<file path="src/rtl/trng_pkg.sv">
// Shared definitions for the TRNG sampler: controller states, phase-length minimums
// and default sizing.
package trng_pkg;

   typedef enum logic [2:0] {
      ST_IDLE,
      ST_CELL_RST,
      ST_EXCITE,
      ST_SAMPLE,
      ST_VALID
   } trng_state_t;

   localparam int DEF_NUM_CELLS = 8;
   localparam int DEF_WORD_W    = 32;
   localparam int DEF_REP_LIMIT = 16;

   // The settle minimum of 2 covers the two-flop synchronizer latency.
   localparam logic [3:0] MIN_RESET_CYCLES  = 4'd1;
   localparam logic [3:0] MIN_SETTLE_CYCLES = 4'd2;

   function automatic logic [3:0] eff_cycles(input logic [3:0] cfg, input logic [3:0] min_val);
      return (cfg < min_val) ? min_val : cfg;
   endfunction

endpackage

</file>
<file path="src/rtl/trng_sampler_ctrl_if.sv">
// Random-word output stream: word plus valid/ready handshake.
interface trng_sampler_ctrl_if
   import trng_pkg::*;
#(
   parameter int WORD_W = DEF_WORD_W
);
   logic [WORD_W-1:0] data_out;
   logic              data_valid;
   logic              data_ready;

   modport master (output data_out, output data_valid, input data_ready);
   modport slave  (input data_out, input data_valid, output data_ready);
endinterface

</file>
<file path="src/rtl/trng_sync2.sv">
// Two-flop synchronizer bringing the asynchronous cell outputs into the clk domain.
module trng_sync2 #(
   parameter int WIDTH = 1
) (
   input  logic             clk,
   input  logic             rst,
   input  logic [WIDTH-1:0] d_i,
   output logic [WIDTH-1:0] q_o
);
   logic [WIDTH-1:0] meta_q;
   logic [WIDTH-1:0] sync_q;

   always_ff @(posedge clk) begin
      if (rst) begin
         meta_q <= '0;
         sync_q <= '0;
      end else begin
         meta_q <= d_i;
         sync_q <= meta_q;
      end
   end

   assign q_o = sync_q;
endmodule

</file>
<file path="src/rtl/trng_sampler_ctrl.sv">
// Sequences entropy cells through reset/excite/sample phases, packs XOR-reduced samples
// into words and keeps a sticky repetition-count health flag.
module trng_sampler_ctrl
   import trng_pkg::*;
#(
   parameter int NUM_CELLS = DEF_NUM_CELLS,
   parameter int WORD_W    = DEF_WORD_W,
   parameter int REP_LIMIT = DEF_REP_LIMIT
) (
   input  logic                 clk,
   input  logic                 rst,
   input  logic                 enable,
   input  logic [3:0]           cfg_reset_cycles,
   input  logic [3:0]           cfg_settle_cycles,
   output logic [NUM_CELLS-1:0] cell_t,
   output logic [NUM_CELLS-1:0] cell_i1,
   output logic [NUM_CELLS-1:0] cell_i2,
   input  logic [NUM_CELLS-1:0] cell_entropy,
   trng_sampler_ctrl_if.master  word_if,
   output logic                 busy,
   output logic                 health_fail,
   input  logic                 health_clr
);
   localparam int BIT_CNT_W = $clog2(WORD_W + 1);
   localparam int REP_CNT_W = $clog2(REP_LIMIT + 1);

   trng_state_t          state_q, state_d;
   logic [3:0]           phase_cnt_q, phase_cnt_d;
   logic [BIT_CNT_W-1:0] bit_cnt_q, bit_cnt_d;
   logic [WORD_W-1:0]    data_q, data_d;
   logic [REP_CNT_W-1:0] rep_cnt_q, rep_cnt_d;
   logic                 health_q;
   logic                 health_set;
   logic [NUM_CELLS-1:0] entropy_sync;
   logic                 sample_bit;
   logic [3:0]           reset_load, settle_load;

   trng_sync2 #(.WIDTH(NUM_CELLS)) u_sync (
      .clk (clk),
      .rst (rst),
      .d_i (cell_entropy),
      .q_o (entropy_sync)
   );

   assign sample_bit  = ^entropy_sync;
   // Phase counters run down to zero, so load one less than the clamped length.
   assign reset_load  = eff_cycles(cfg_reset_cycles, MIN_RESET_CYCLES) - 4'd1;
   assign settle_load = eff_cycles(cfg_settle_cycles, MIN_SETTLE_CYCLES) - 4'd1;

   always_comb begin
      state_d     = state_q;
      phase_cnt_d = phase_cnt_q;
      bit_cnt_d   = bit_cnt_q;
      data_d      = data_q;
      rep_cnt_d   = rep_cnt_q;
      health_set  = 1'b0;
      cell_t      = '0;
      cell_i1     = '0;
      cell_i2     = '0;
      unique case (state_q)
         ST_IDLE: begin
            bit_cnt_d = '0;
            rep_cnt_d = '0;
            if (enable) begin
               state_d     = ST_CELL_RST;
               phase_cnt_d = reset_load;
            end
         end
         ST_CELL_RST: begin
            cell_i1 = '1;
            if (!enable) begin
               state_d   = ST_IDLE;
               bit_cnt_d = '0;
            end else if (phase_cnt_q == 4'd0) begin
               state_d     = ST_EXCITE;
               phase_cnt_d = settle_load;
            end else begin
               phase_cnt_d = phase_cnt_q - 4'd1;
            end
         end
         ST_EXCITE: begin
            cell_t  = '1;
            cell_i1 = '1;
            if (!enable) begin
               state_d   = ST_IDLE;
               bit_cnt_d = '0;
            end else if (phase_cnt_q == 4'd0) begin
               state_d = ST_SAMPLE;
            end else begin
               phase_cnt_d = phase_cnt_q - 4'd1;
            end
         end
         ST_SAMPLE: begin
            cell_i1 = '1;
            if (!enable) begin
               state_d   = ST_IDLE;
               bit_cnt_d = '0;
            end else begin
               data_d = {data_q[WORD_W-2:0], sample_bit};
               // A zero count means no previous bit since IDLE; data_q[0] holds the last one.
               if (rep_cnt_q == '0 || sample_bit != data_q[0]) begin
                  rep_cnt_d = REP_CNT_W'(1);
               end else if (rep_cnt_q != REP_CNT_W'(REP_LIMIT)) begin
                  rep_cnt_d = rep_cnt_q + REP_CNT_W'(1);
               end
               health_set = (rep_cnt_d == REP_CNT_W'(REP_LIMIT));
               if (bit_cnt_q == BIT_CNT_W'(WORD_W - 1)) begin
                  state_d   = ST_VALID;
                  bit_cnt_d = '0;
               end else begin
                  state_d     = ST_CELL_RST;
                  bit_cnt_d   = bit_cnt_q + BIT_CNT_W'(1);
                  phase_cnt_d = reset_load;
               end
            end
         end
         ST_VALID: begin
            if (word_if.data_ready) begin
               if (enable) begin
                  state_d     = ST_CELL_RST;
                  phase_cnt_d = reset_load;
               end else begin
                  state_d = ST_IDLE;
               end
            end
         end
         default: state_d = ST_IDLE;
      endcase
   end

   always_ff @(posedge clk) begin
      if (rst) begin
         state_q     <= ST_IDLE;
         phase_cnt_q <= '0;
         bit_cnt_q   <= '0;
         data_q      <= '0;
         rep_cnt_q   <= '0;
         health_q    <= 1'b0;
      end else begin
         state_q     <= state_d;
         phase_cnt_q <= phase_cnt_d;
         bit_cnt_q   <= bit_cnt_d;
         data_q      <= data_d;
         rep_cnt_q   <= rep_cnt_d;
         if (health_set) begin
            health_q <= 1'b1;
         end else if (health_clr) begin
            health_q <= 1'b0;
         end
      end
   end

   assign word_if.data_out   = data_q;
   assign word_if.data_valid = (state_q == ST_VALID);
   assign busy               = (state_q != ST_IDLE);
   assign health_fail        = health_q;
endmodule

</file>
<file path="src/flat_wrapper.sv">
// flat-port wrapper written by rule: the top's interface ports become plain ports
module trng_sampler_ctrl_flat import trng_pkg::*;
#(
   parameter int NUM_CELLS = DEF_NUM_CELLS,
   parameter int WORD_W    = DEF_WORD_W,
   parameter int REP_LIMIT = DEF_REP_LIMIT
)
  (clk, rst, enable, cfg_reset_cycles, cfg_settle_cycles, cell_t, cell_i1, cell_i2, cell_entropy, busy, health_fail, health_clr, word_if_data_out, word_if_data_valid, word_if_data_ready);
  trng_sampler_ctrl_if #(.WORD_W(WORD_W)) word_if_i ();
  input  logic clk;
  input  logic rst;
  input  logic enable;
  input  logic [3:0] cfg_reset_cycles;
  input  logic [3:0] cfg_settle_cycles;
  output logic [NUM_CELLS-1:0] cell_t;
  output logic [NUM_CELLS-1:0] cell_i1;
  output logic [NUM_CELLS-1:0] cell_i2;
  input  logic [NUM_CELLS-1:0] cell_entropy;
  output logic busy;
  output logic health_fail;
  input  logic health_clr;
  output wire logic [$bits(word_if_i.data_out)-1:0] word_if_data_out;
  output wire logic [$bits(word_if_i.data_valid)-1:0] word_if_data_valid;
  input wire logic [$bits(word_if_i.data_ready)-1:0] word_if_data_ready;
  assign word_if_data_out = word_if_i.data_out;
  assign word_if_data_valid = word_if_i.data_valid;
  assign word_if_i.data_ready = word_if_data_ready;
  trng_sampler_ctrl #(.NUM_CELLS(NUM_CELLS), .WORD_W(WORD_W), .REP_LIMIT(REP_LIMIT)) u_core (.clk(clk), .rst(rst), .enable(enable), .cfg_reset_cycles(cfg_reset_cycles), .cfg_settle_cycles(cfg_settle_cycles), .cell_t(cell_t), .cell_i1(cell_i1), .cell_i2(cell_i2), .cell_entropy(cell_entropy), .word_if(word_if_i), .busy(busy), .health_fail(health_fail), .health_clr(health_clr));
endmodule
</file>
<file path="config.mk">
export PLATFORM = sky130hd
export DESIGN_NAME = trng_sampler_ctrl_flat
export DESIGN_NICKNAME = d
export VERILOG_FILES = /design/src/rtl/trng_pkg.sv /design/src/rtl/trng_sampler_ctrl_if.sv /design/src/rtl/trng_sync2.sv /design/src/rtl/trng_sampler_ctrl.sv /design/src/flat_wrapper.sv
export SDC_FILE = /design/constraint.sdc
export NUM_CORES = 1
export LEC_CHECK = 0
export BUFFER_PORTS_ARGS = -buffer_cell sky130_fd_sc_hd__buf_2
export CORE_UTILIZATION = 25
export CTS_CLUSTER_DIAMETER = 200
export DETAILED_ROUTE_END_ITERATION = 12
export HOLD_SLACK_MARGIN = 0.05
export PLACE_DENSITY_LB_ADDON = 0.25
export SKIP_CTS_REPAIR_TIMING = 1
export SLEW_MARGIN = 10
export SYNTH_ARGS = -nofsm -noshare
export SYNTH_HDL_FRONTEND = slang
export SYNTH_SLANG_ARGS = --single-unit
</file>
<file path="constraint.sdc">
create_clock -name clk -period 4.11 [get_ports clk]
set_clock_uncertainty 0.15 [all_clocks]
set_input_delay 0.2055 -clock clk [delete_from_list [all_inputs] [get_ports clk]]
set_output_delay 0.2055 -clock clk [all_outputs]
set_load 0.005 [all_outputs]
</file>
==> results.sh, run 1 <==
export IMPL_rsz0062_at_grt="no"
export IMPL_power_density_nw_per_um2=412
export IMPL_synth_compound_area_share_pct=15.4
export IMPL_setup_violations=0
export IMPL_ys_seq_area_share_pct=41.5
export IMPL_cts_made_buffers=9
export IMPL_num_rows=41
export IMPL_final_seq_area_um2=1340
export IMPL_clkTransAtPathRegs_ns=0.06
export IMPL_p_leak_uw=0.00164
export IMPL_htree_levels=3
export IMPL_vias=2689
export IMPL_worst_setup_path_start_kind="flip-flop"
export IMPL_fp_dieH_um=116
export IMPL_syn_avg_cell_area_um2=8.20
export IMPL_core_area_um2=12600
export IMPL_n_antenna_cell=0
export IMPL_critPathRequiredTime_ns=4.19
export IMPL_crit_fanout=27
export IMPL_cts_tree="yes"
export IMPL_arrival_ns=2.43
export IMPL_synth_top_family_by_area="simple AND/OR/NAND/NOR gates"
export IMPL_wl_um=6900
export IMPL_fmax_mhz=426
export IMPL_grt_util_all_layers_pct=10.7
export IMPL_synth_warnings=0
export IMPL_first_iter_violations=168
export IMPL_fin_crit_sh_pct=57.1
export IMPL_timing_final_ws_setup_ns=1.76
export IMPL_hold_slack_ns=0.0639
export IMPL_synth_xor_xnor_area_share_pct=4.99
export IMPL_cts_sinks=67
export IMPL_postLayoutCellArea_um2=3970
export IMPL_firstDrtPassIters=4
export IMPL_place_ws_ns=1.75
export IMPL_synthTopCellsByArea="dfxtp_1 (42%), nand2_1 (8.7%), a21oi_1 (7.0%)"
export IMPL_route_detailed_drc=0
export IMPL_io_pins=80
export IMPL_fin_setup_tns_ns=0
export IMPL_cts_path_max_buffers=2
export IMPL_hpwl_um=4800
export IMPL_clk_latency_ns=0.32
export IMPL_async_reset_ff_share_pct=0
export IMPL_synth_area_mux_share_pct=0.619
export IMPL_tightest_slew_ns=0.634
export IMPL_status="completed"
export IMPL_initial_core_util_pct=25.6
export IMPL_cp_end_kind="flip-flop"
export IMPL_place_gp_congestion=0.761
export IMPL_synth_top_cell_area_share_pct=41.5
export IMPL_hold_path_class="in2reg"
export IMPL_synth_seq_cells=67
export IMPL_max_slew_margin_pct=57.7
export IMPL_die_x_um=116
export IMPL_dieArea_um2=13400
export IMPL_criticalPathCategory="reg2reg"
export IMPL_synth_top_cell_by_area="dfxtp_1"
export IMPL_finish_utilization_pct=31.5
export IMPL_synthSimpleGateAreaFrac_pct=25.1
export IMPL_place_area_um2=3580
export IMPL_multiInputGateArea_um2=1620
export IMPL_antenna_found_initial=0
export IMPL_synth_edff_count=0
export IMPL_grt_overflow=0
export IMPL_synth_adder_area_share_pct=3.02
export IMPL_n_fill_cell=1356
export IMPL_peakVddDrop_uv=201
export IMPL_period_needed_ns=2.35
export IMPL_drv_cap=0
export IMPL_synth_ff_type="dfxtp_1"
export IMPL_wire_per_inst_um=11.0
export IMPL_cts_root_buf="clkbuf_16"
export IMPL_viasPerCell=4.29
export IMPL_netlist_instances=394
export IMPL_place_port_buffers=71
export IMPL_netlist_area_um2=3230
export IMPL_synth_distinct_cells=47
export IMPL_grt_max_degree=39
export IMPL_synthToLayoutAreaGrowth_pct=22.8
export IMPL_grt_pass1_vias=2378
export IMPL_grt_pass1_wl_um=11400
export IMPL_nets=478
export IMPL_hold_violations=0
export IMPL_drv_slew=0
export IMPL_drive_gt1_share_pct=21.8
export IMPL_antenna_left=0
metrics by stage:
stage,std cells,power (µW)
finish,627,1630
global route,627,1710
CTS,619,1650
detailed placement,603,866
global placement,603,865
floorplan,401,840
kinds of logic after synthesis:
family,count (synthesis)
buf+inv,52
compound gates,80
xor+xnor,16
flops,67
other cells,1
fa+ha+maj,8
simple gates,168
mux,2
cells in the mapped netlist, types with 4 or more instances:
| library cell | count |
|---|---|
| a21oi_1 | 45 |
| a311oi_1 | 4 |
| buf_2 | 5 |
| buf_4 | 22 |
| clkbuf_1 | 15 |
| dfxtp_1 | 67 |
| ha_1 | 7 |
| inv_1 | 8 |
| nand2_1 | 75 |
| nand3_1 | 9 |
| nor2_1 | 27 |
| nor2b_1 | 22 |
| nor3_1 | 12 |
| nor3b_2 | 4 |
| o21ai_0 | 8 |
| or3_1 | 4 |
| xnor2_1 | 11 |
final timing paths:
kind	startpoint	to	slack, ns	cells past startpoint
max	u_core.state_q[1]$_SDFFE_PP0P_	u_core.rep_cnt_q[0]$_SDFFE_PP0P_	1.76	5
min	health_clr	u_core.health_fail$_SDFFE_PP0P_	0.06	4
max reg2reg	u_core.state_q[1]$_SDFFE_PP0P_	u_core.rep_cnt_q[0]$_SDFFE_PP0P_	1.76	5
min reg2reg	u_core.u_sync.meta_q[2]$_SDFF_PP0_	u_core.u_sync.q_o[2]$_SDFF_PP0_	0.28	1
power breakdown:
part	internal (µW)	leakage [µW]	switching, µW	total (µW)
clock	502	0.000153	276	777
combinational	81.7	0.000945	95.9	178
sequential	663	0.000544	16.3	680
worst max-delay path: stages (launching register included):
cell	delay (ns)
dfxtp_1	0.68
nand2_1	0.18
nor2_2	0.53
buf_4	0.40
a21oi_1	0.07
a311oi_1	0.24
per-layer routing:
layer  track usage (%)  vias to the layer above  share of wire [%]
met5                 0                        -                  0
met4              2.82                        0                1.0
met3              3.35                        6                5.7
met2              17.2                       64                 47
met1              13.7                     1207                 46
li1                  -                     1412                  -
cells in the final DEF, fill, tap and decap left out, types with 7 or more instances in the layout:
cell type | Yosys | routed
nor2b_1 | 22 | 22
conb_1 | 1 | 8
buf_2 | 5 | 71
dfxtp_1 | 67 | 67
nor2_1 | 27 | 26
o21ai_0 | 8 | 8
inv_1 | 8 | 8
nor3_1 | 12 | 12
nand2_1 | 75 | 75
a21oi_1 | 45 | 45
dlygate4sd3_1 | 0 | 8
ha_1 | 7 | 7
xnor2_1 | 11 | 11
nand3_1 | 9 | 9
clkbuf_16 | 0 | 9
layout make-up:
type	count	area share, %
clock buffer	12	6.46
clock inverter	4	1.23
inverter	8	0.756
multi-input combinational	282	40.8
sequential	67	33.8
tap	172	5.42
timing repair buffer	82	11.5
sequential cells by signal, indices dropped and copies added (netlist names):
register / cells
u_core.word_if.data_out: 32
u_core.u_sync.meta_q: 8
u_core.u_sync.q_o: 8
u_core.bit_cnt_q: 6
u_core.rep_cnt_q: 5
u_core.phase_cnt_q: 4
u_core.state_q: 3
u_core.health_fail: 1
(Power assumes the default switching activity.)
==> run 2: changes to the inputs <==
==> constraint.sdc (replaced) <==
create_clock -name clk -period 2.1 [get_ports clk]
set_clock_uncertainty 0.15 [all_clocks]
set_input_delay 0.105 -clock clk [delete_from_list [all_inputs] [get_ports clk]]
set_output_delay 0.105 -clock clk [all_outputs]
set_load 0.005 [all_outputs]
==> run 2 against run 1 <==
  * Global-route usage increased by 0.50 points
  * Critical endpoint is now u_core.phase_cnt_q[2]$_SDFFE_PP0P_
  * Worst hold slack got worse by 0.031 ns
  * Critical path type unchanged
  * Final cell count increased by 1.9%
  * Cell area increased by 2.9%
  * Total power increased by 96%
  * Wire length increased by 4.7%
  * Sequential cell count unchanged
  * Setup slack got worse by 1.6 ns
  * First-iteration DRC count decreased by 17%
  * Highest routed layer unchanged
  * Clock-buffer cell count decreased by 3
  * Sequential power increased by 96%
  * Clock power increased by 93%
==> results.sh, run 2 (same netlist as run 1, synthesis figures left out) <==
export IMPL_p_leak_uw=0.00170
export IMPL_hold_path_class="in2reg"
export IMPL_worst_setup_path_start_kind="flip-flop"
export IMPL_place_area_um2=3680
export IMPL_n_antenna_cell=0
export IMPL_cts_tree="yes"
export IMPL_antenna_found_initial=0
export IMPL_antenna_left=0
export IMPL_num_rows=41
export IMPL_grt_pass1_vias=2435
export IMPL_crit_fanout=8
export IMPL_postLayoutCellArea_um2=4090
export IMPL_grt_overflow=0
export IMPL_htree_levels=3
export IMPL_hold_depth=4
export IMPL_clk_latency_ns=0.33
export IMPL_wl_um=7230
export IMPL_status="completed"
export IMPL_die_x_um=116
export IMPL_clkTransAtPathRegs_ns=0.06
export IMPL_peakVddDrop_uv=395
export IMPL_core_area_um2=12600
export IMPL_drv_cap=0
export IMPL_n_fill_cell=1367
export IMPL_cts_sinks=67
export IMPL_rsz0062_at_grt="no"
export IMPL_final_seq_area_um2=1340
export IMPL_hpwl_um=4980
export IMPL_grt_pass1_wl_um=11700
export IMPL_final_common_cell="nand2_1"
export IMPL_firstDrtPassIters=4
export IMPL_power_total_uw=3200
export IMPL_first_iter_violations=139
export IMPL_grt_max_degree=42
export IMPL_fp_dieH_um=116
export IMPL_grt_util_all_layers_pct=11.2
export IMPL_synthToLayoutAreaGrowth_pct=26.4
export IMPL_final_cell_mix="nand2_1 (75), buf_2 (71), dfxtp_1 (67)"
export IMPL_route_detailed_drc=0
export IMPL_r2r_cells=8
export IMPL_fmax_mhz=520
export IMPL_cts_root_buf="clkbuf_16"
export IMPL_largest_reg_flops=32
export IMPL_tightest_slew_ns=0.570
export IMPL_fin_setup_tns_ns=0
export IMPL_dieArea_um2=13400
export IMPL_criticalPathCategory="reg2reg"
export IMPL_vias=2785
export IMPL_cp_end_kind="flip-flop"
export IMPL_drv_slew=0
export IMPL_wire_per_inst_um=11.3
export IMPL_fin_crit_sh_pct=91.5
export IMPL_multiInputGateArea_um2=1620
export IMPL_place_port_buffers=71
export IMPL_cts_path_max_buffers=2
export IMPL_drive_gt1_share_pct=23.6
export IMPL_place_gp_congestion=0.800
export IMPL_critPathRequiredTime_ns=2.19
export IMPL_arrival_ns=2.01
export IMPL_io_pins=80
export IMPL_period_needed_ns=1.92
export IMPL_viasPerCell=4.36
export IMPL_nets=490
export IMPL_hold_violations=0
export IMPL_power_density_nw_per_um2=784
export IMPL_cts_made_buffers=9
export IMPL_max_slew_margin_pct=62.0
export IMPL_initial_core_util_pct=25.6
export IMPL_setup_violations=0
==> run 2: cell types whose count changed in the layout (fill, tap and decap cells not counted), sizes merged <==
cell | before | now
clkinv | 3 | 1
dlygate4sd3 | 8 | 10
clkinvlp | 0 | 3
inv | 8 | 10
buf | 74 | 84
clkbuf | 12 | 9
==> run 2: final timing paths <==
check	startpoint	to	slack, ns
worst min-delay path	word_if_data_ready	u_core.state_q[2]$_SDFFE_PP0P_	0.03
worst min register to register	u_core.u_sync.meta_q[4]$_SDFF_PP0_	u_core.u_sync.q_o[4]$_SDFF_PP0_	0.28
worst max register to register	u_core.phase_cnt_q[0]$_SDFFE_PP0P_	u_core.phase_cnt_q[2]$_SDFFE_PP0P_	0.18
worst max-delay path	u_core.phase_cnt_q[0]$_SDFFE_PP0P_	u_core.phase_cnt_q[2]$_SDFFE_PP0P_	0.18
==> run 2: power by group <==
| group | total [µW] | internal [µW] | switching [µW] |
|---|---|---|---|
| clock | 1500 | 924 | 575 |
| combinational | 379 | 181 | 197 |
| sequential | 1330 | 1300 | 27.5 |
| total | 3200 | 2400 | 800 |
==> run 2: cell type report <==
cell class | instances | area share (%)
Clock inverter | 7 | 1.84
Timing Repair Buffer | 94 | 14.2
Tap cell | 172 | 5.27
Sequential cell | 67 | 32.8
Multi-Input combinational cell | 282 | 39.7
Inverter | 8 | 0.735
Clock buffer | 9 | 5.51
==> run 2: per-stage QoR <==
stage	util, %	setup WS (ns)	instances	hold slack [ns]
2_1_floorplan	-	0.202	401	0.0832
3_3_place_gp	29.2	0.247	613	0.162
3_5_place_dp	29.2	0.188	613	0.170
4_1_cts	31.6	0.175	629	-0.172
5_1_grt	32.4	0.00235	639	0.0555
6_report	32.4	0.178	639	0.0333
==> run 2: worst max-delay path, cell delays in order, from the launching register on <==
cell	delay, ns
dfxtp_1	0.35
inv_1	0.07
ha_1	0.21
nor3b_2	0.16
and2_4	0.17
a2111oi_4	0.25
buf_4	0.20
nor2_1	0.05
a311oi_1	0.23
==> run 2: routing by layer <==
metal | track usage (%) | up-vias | part of all wire (%)
li1 | - | 1432 | -
met1 | 14.6 | 1293 | 48
met2 | 17.1 | 58 | 46
met3 | 4.03 | 2 | 5.4
met4 | 3.42 | 0 | 0.46
met5 | 0 | - | 0
==> run 3: changes to the inputs <==
--- a/config.mk
+++ b/config.mk
@@ -6,6 +6,8 @@
 export NUM_CORES = 1
 export LEC_CHECK = 0
 export BUFFER_PORTS_ARGS = -buffer_cell sky130_fd_sc_hd__buf_2
+export CELL_PAD_IN_SITES_DETAIL_PLACEMENT = 1
+export CELL_PAD_IN_SITES_GLOBAL_PLACEMENT = 2
 export CORE_UTILIZATION = 25
 export CTS_CLUSTER_DIAMETER = 200
 export DETAILED_ROUTE_END_ITERATION = 12
@@ -16,3 +18,4 @@
 export SYNTH_ARGS = -nofsm -noshare
 export SYNTH_HDL_FRONTEND = slang
 export SYNTH_SLANG_ARGS = --single-unit
+export TNS_END_PERCENT = 20
==> run 3 against run 2 <==
  * Global-route usage grew 2.0 points
  * Non-clock buffer count grew 4
  * Via count grew 3.2%
  * Clock power grew 9%
  * Total power grew 5.1%
  * Critical endpoint is now u_core.phase_cnt_q[0]$_SDFFE_PP0P_
  * Cell area grew 1.5%
  * Largest power group unchanged
  * Sequential cell count is the same
  * Core utilization grew 0.49 points
  * Clock-buffer cell count is the same
  * Setup slack lost 0.041 ns
==> results.sh, run 3 (same netlist as run 1, synthesis figures left out) <==
export IMPL_status="completed"
export IMPL_max_slew_margin_pct=53.8
export IMPL_r2r_end="u_core.phase_cnt_q[0]$_SDFFE_PP0P_"
export IMPL_worst_setup_path_start_kind="flip-flop"
export IMPL_route_detailed_drc=0
export IMPL_hold_slack_ns=0.0362
export IMPL_grt_pass1_wl_um=13500
export IMPL_viasPerCell=4.47
export IMPL_fp_dieH_um=116
export IMPL_wire_per_inst_um=13.0
export IMPL_n_antenna_cell=0
export IMPL_place_port_buffers=71
export IMPL_hp_start="word_if_data_ready"
export IMPL_htree_levels=3
export IMPL_p_leak_uw=0.00174
export IMPL_final_common_cell="nand2_1"
export IMPL_cts_path_max_buffers=2
export IMPL_drv_cap=0
export IMPL_cts_root_buf="clkbuf_16"
export IMPL_io_pins=80
export IMPL_clkTransAtPathRegs_ns=0.06
export IMPL_tightest_slew_ns=0.692
export IMPL_die_x_um=116
export IMPL_fin_setup_tns_ns=0
export IMPL_crit_fanout=11
export IMPL_nets=494
export IMPL_largest_reg_flops=32
export IMPL_r2r_start="u_core.state_q[0]$_SDFFE_PP0P_"
export IMPL_critPathRequiredTime_ns=2.14
export IMPL_hold_violations=0
export IMPL_period_needed_ns=1.96
export IMPL_fmax_mhz=510
export IMPL_final_cell_mix="nand2_1 (75), buf_2 (71), dfxtp_1 (65)"
export IMPL_drive_gt1_share_pct=25.1
export IMPL_cp_end_kind="flip-flop"
export IMPL_reg2reg_slack_ns=0.14
export IMPL_peakVddDrop_uv=558
export IMPL_grt_util_all_layers_pct=13.2
export IMPL_place_gp_congestion=0.789
export IMPL_power_density_nw_per_um2=812
export IMPL_hold_depth=4
export IMPL_cts_tree="yes"
export IMPL_drv_slew=0
export IMPL_initial_core_util_pct=25.6
export IMPL_rsz0062_at_grt="no"
export IMPL_arrival_ns=2.00
export IMPL_vias=2873
export IMPL_wl_um=8330
export IMPL_hold_path_class="in2reg"
export IMPL_grt_overflow=0
export IMPL_cts_made_buffers=9
export IMPL_grt_pass1_vias=2717
export IMPL_fin_crit_sh_pct=93.5
export IMPL_first_iter_violations=92
export IMPL_firstDrtPassIters=4
export IMPL_clk_latency_ns=0.33
export IMPL_core_area_um2=12600
export IMPL_holdPathEnd="u_core.state_q[2]$_SDFFE_PP0P_"
export IMPL_setup_violations=0
export IMPL_grt_max_degree=35
export IMPL_antenna_found_initial=0
export IMPL_r2r_cells=7
export IMPL_criticalPathCategory="reg2reg"
export IMPL_power_total_uw=3370
export IMPL_dieArea_um2=13400
export IMPL_antenna_left=0
export IMPL_hpwl_um=5790
export IMPL_n_fill_cell=1537
export IMPL_synthToLayoutAreaGrowth_pct=28.3
export IMPL_cts_sinks=67
export IMPL_num_rows=41
run 3: worst max path at each step:
stage	cells after the start	slack [ns]	endpoint	from
detailed placement	8	0.05	u_core.phase_cnt_q[2]$_SDFFE_PP0P_	u_core.phase_cnt_q[0]$_SDFFE_PP0P_
global placement	8	0.15	u_core.phase_cnt_q[3]$_SDFFE_PP0P_	u_core.phase_cnt_q[0]$_SDFFE_PP0P_
floorplan	7	0.20	u_core.phase_cnt_q[0]$_SDFFE_PP0P_	u_core.phase_cnt_q[0]$_SDFFE_PP0P_
global route	7	0.01	u_core.state_q[0]$_SDFFE_PP0P_	u_core.phase_cnt_q[0]$_SDFFE_PP0P_
finish	7	0.14	u_core.phase_cnt_q[0]$_SDFFE_PP0P_	u_core.state_q[0]$_SDFFE_PP0P_
CTS	8	0.03	u_core.phase_cnt_q[2]$_SDFFE_PP0P_	u_core.phase_cnt_q[0]$_SDFFE_PP0P_
run 3: layer usage:
| metal | track usage (%) | share of wire [%] | vias to the layer above |
|---|---|---|---|
| met5 | 0 | 0 | - |
| met4 | 5.13 | 1.5 | 0 |
| met3 | 4.65 | 5.3 | 10 |
| met2 | 20.8 | 48 | 57 |
| met1 | 16.4 | 45 | 1367 |
| li1 | - | - | 1439 |
run 3: final cells by class:
cell class	instances	area, µm²	area share (%)
multi-input combinational	282	1630	39.2
sequential	67	1340	32.4
timing repair buffer	98	608	14.7
clock buffer	9	225	5.43
tap	172	215	5.19
clock inverter	7	98.8	2.38
inverter	8	30.0	0.724
run 3: report_power, final:
| group | internal, µW | switching [µW] | total [µW] |
|---|---|---|---|
| Combinational | 188 | 210 | 398 |
| Sequential | 1300 | 30.2 | 1330 |
| Clock | 1050 | 593 | 1640 |
| Total | 2530 | 832 | 3370 |
run 3: critical path, stage by stage, from the launching register on:
cell and delay (ns):
dfxtp_1 0.60, nand2_1 0.16, nor2_1 0.33, a2111oi_4 0.12, buf_4 0.18, buf_4 0.13, nor2_1 0.09, nor3_1 0.05
run 3: metrics by stage:
step                      setup WS (ns)  instance area (µm²)  util (%)  std cells
after floorplan                   0.202                 3260         -        401
after global placement            0.151                 3710      29.4        616
after CTS                        0.0343                 4030      31.9        632
final                             0.137                 4150      32.9        643
after detailed placement         0.0501                 3710      29.4        616
after global routing             0.0133                 4150      32.9        643
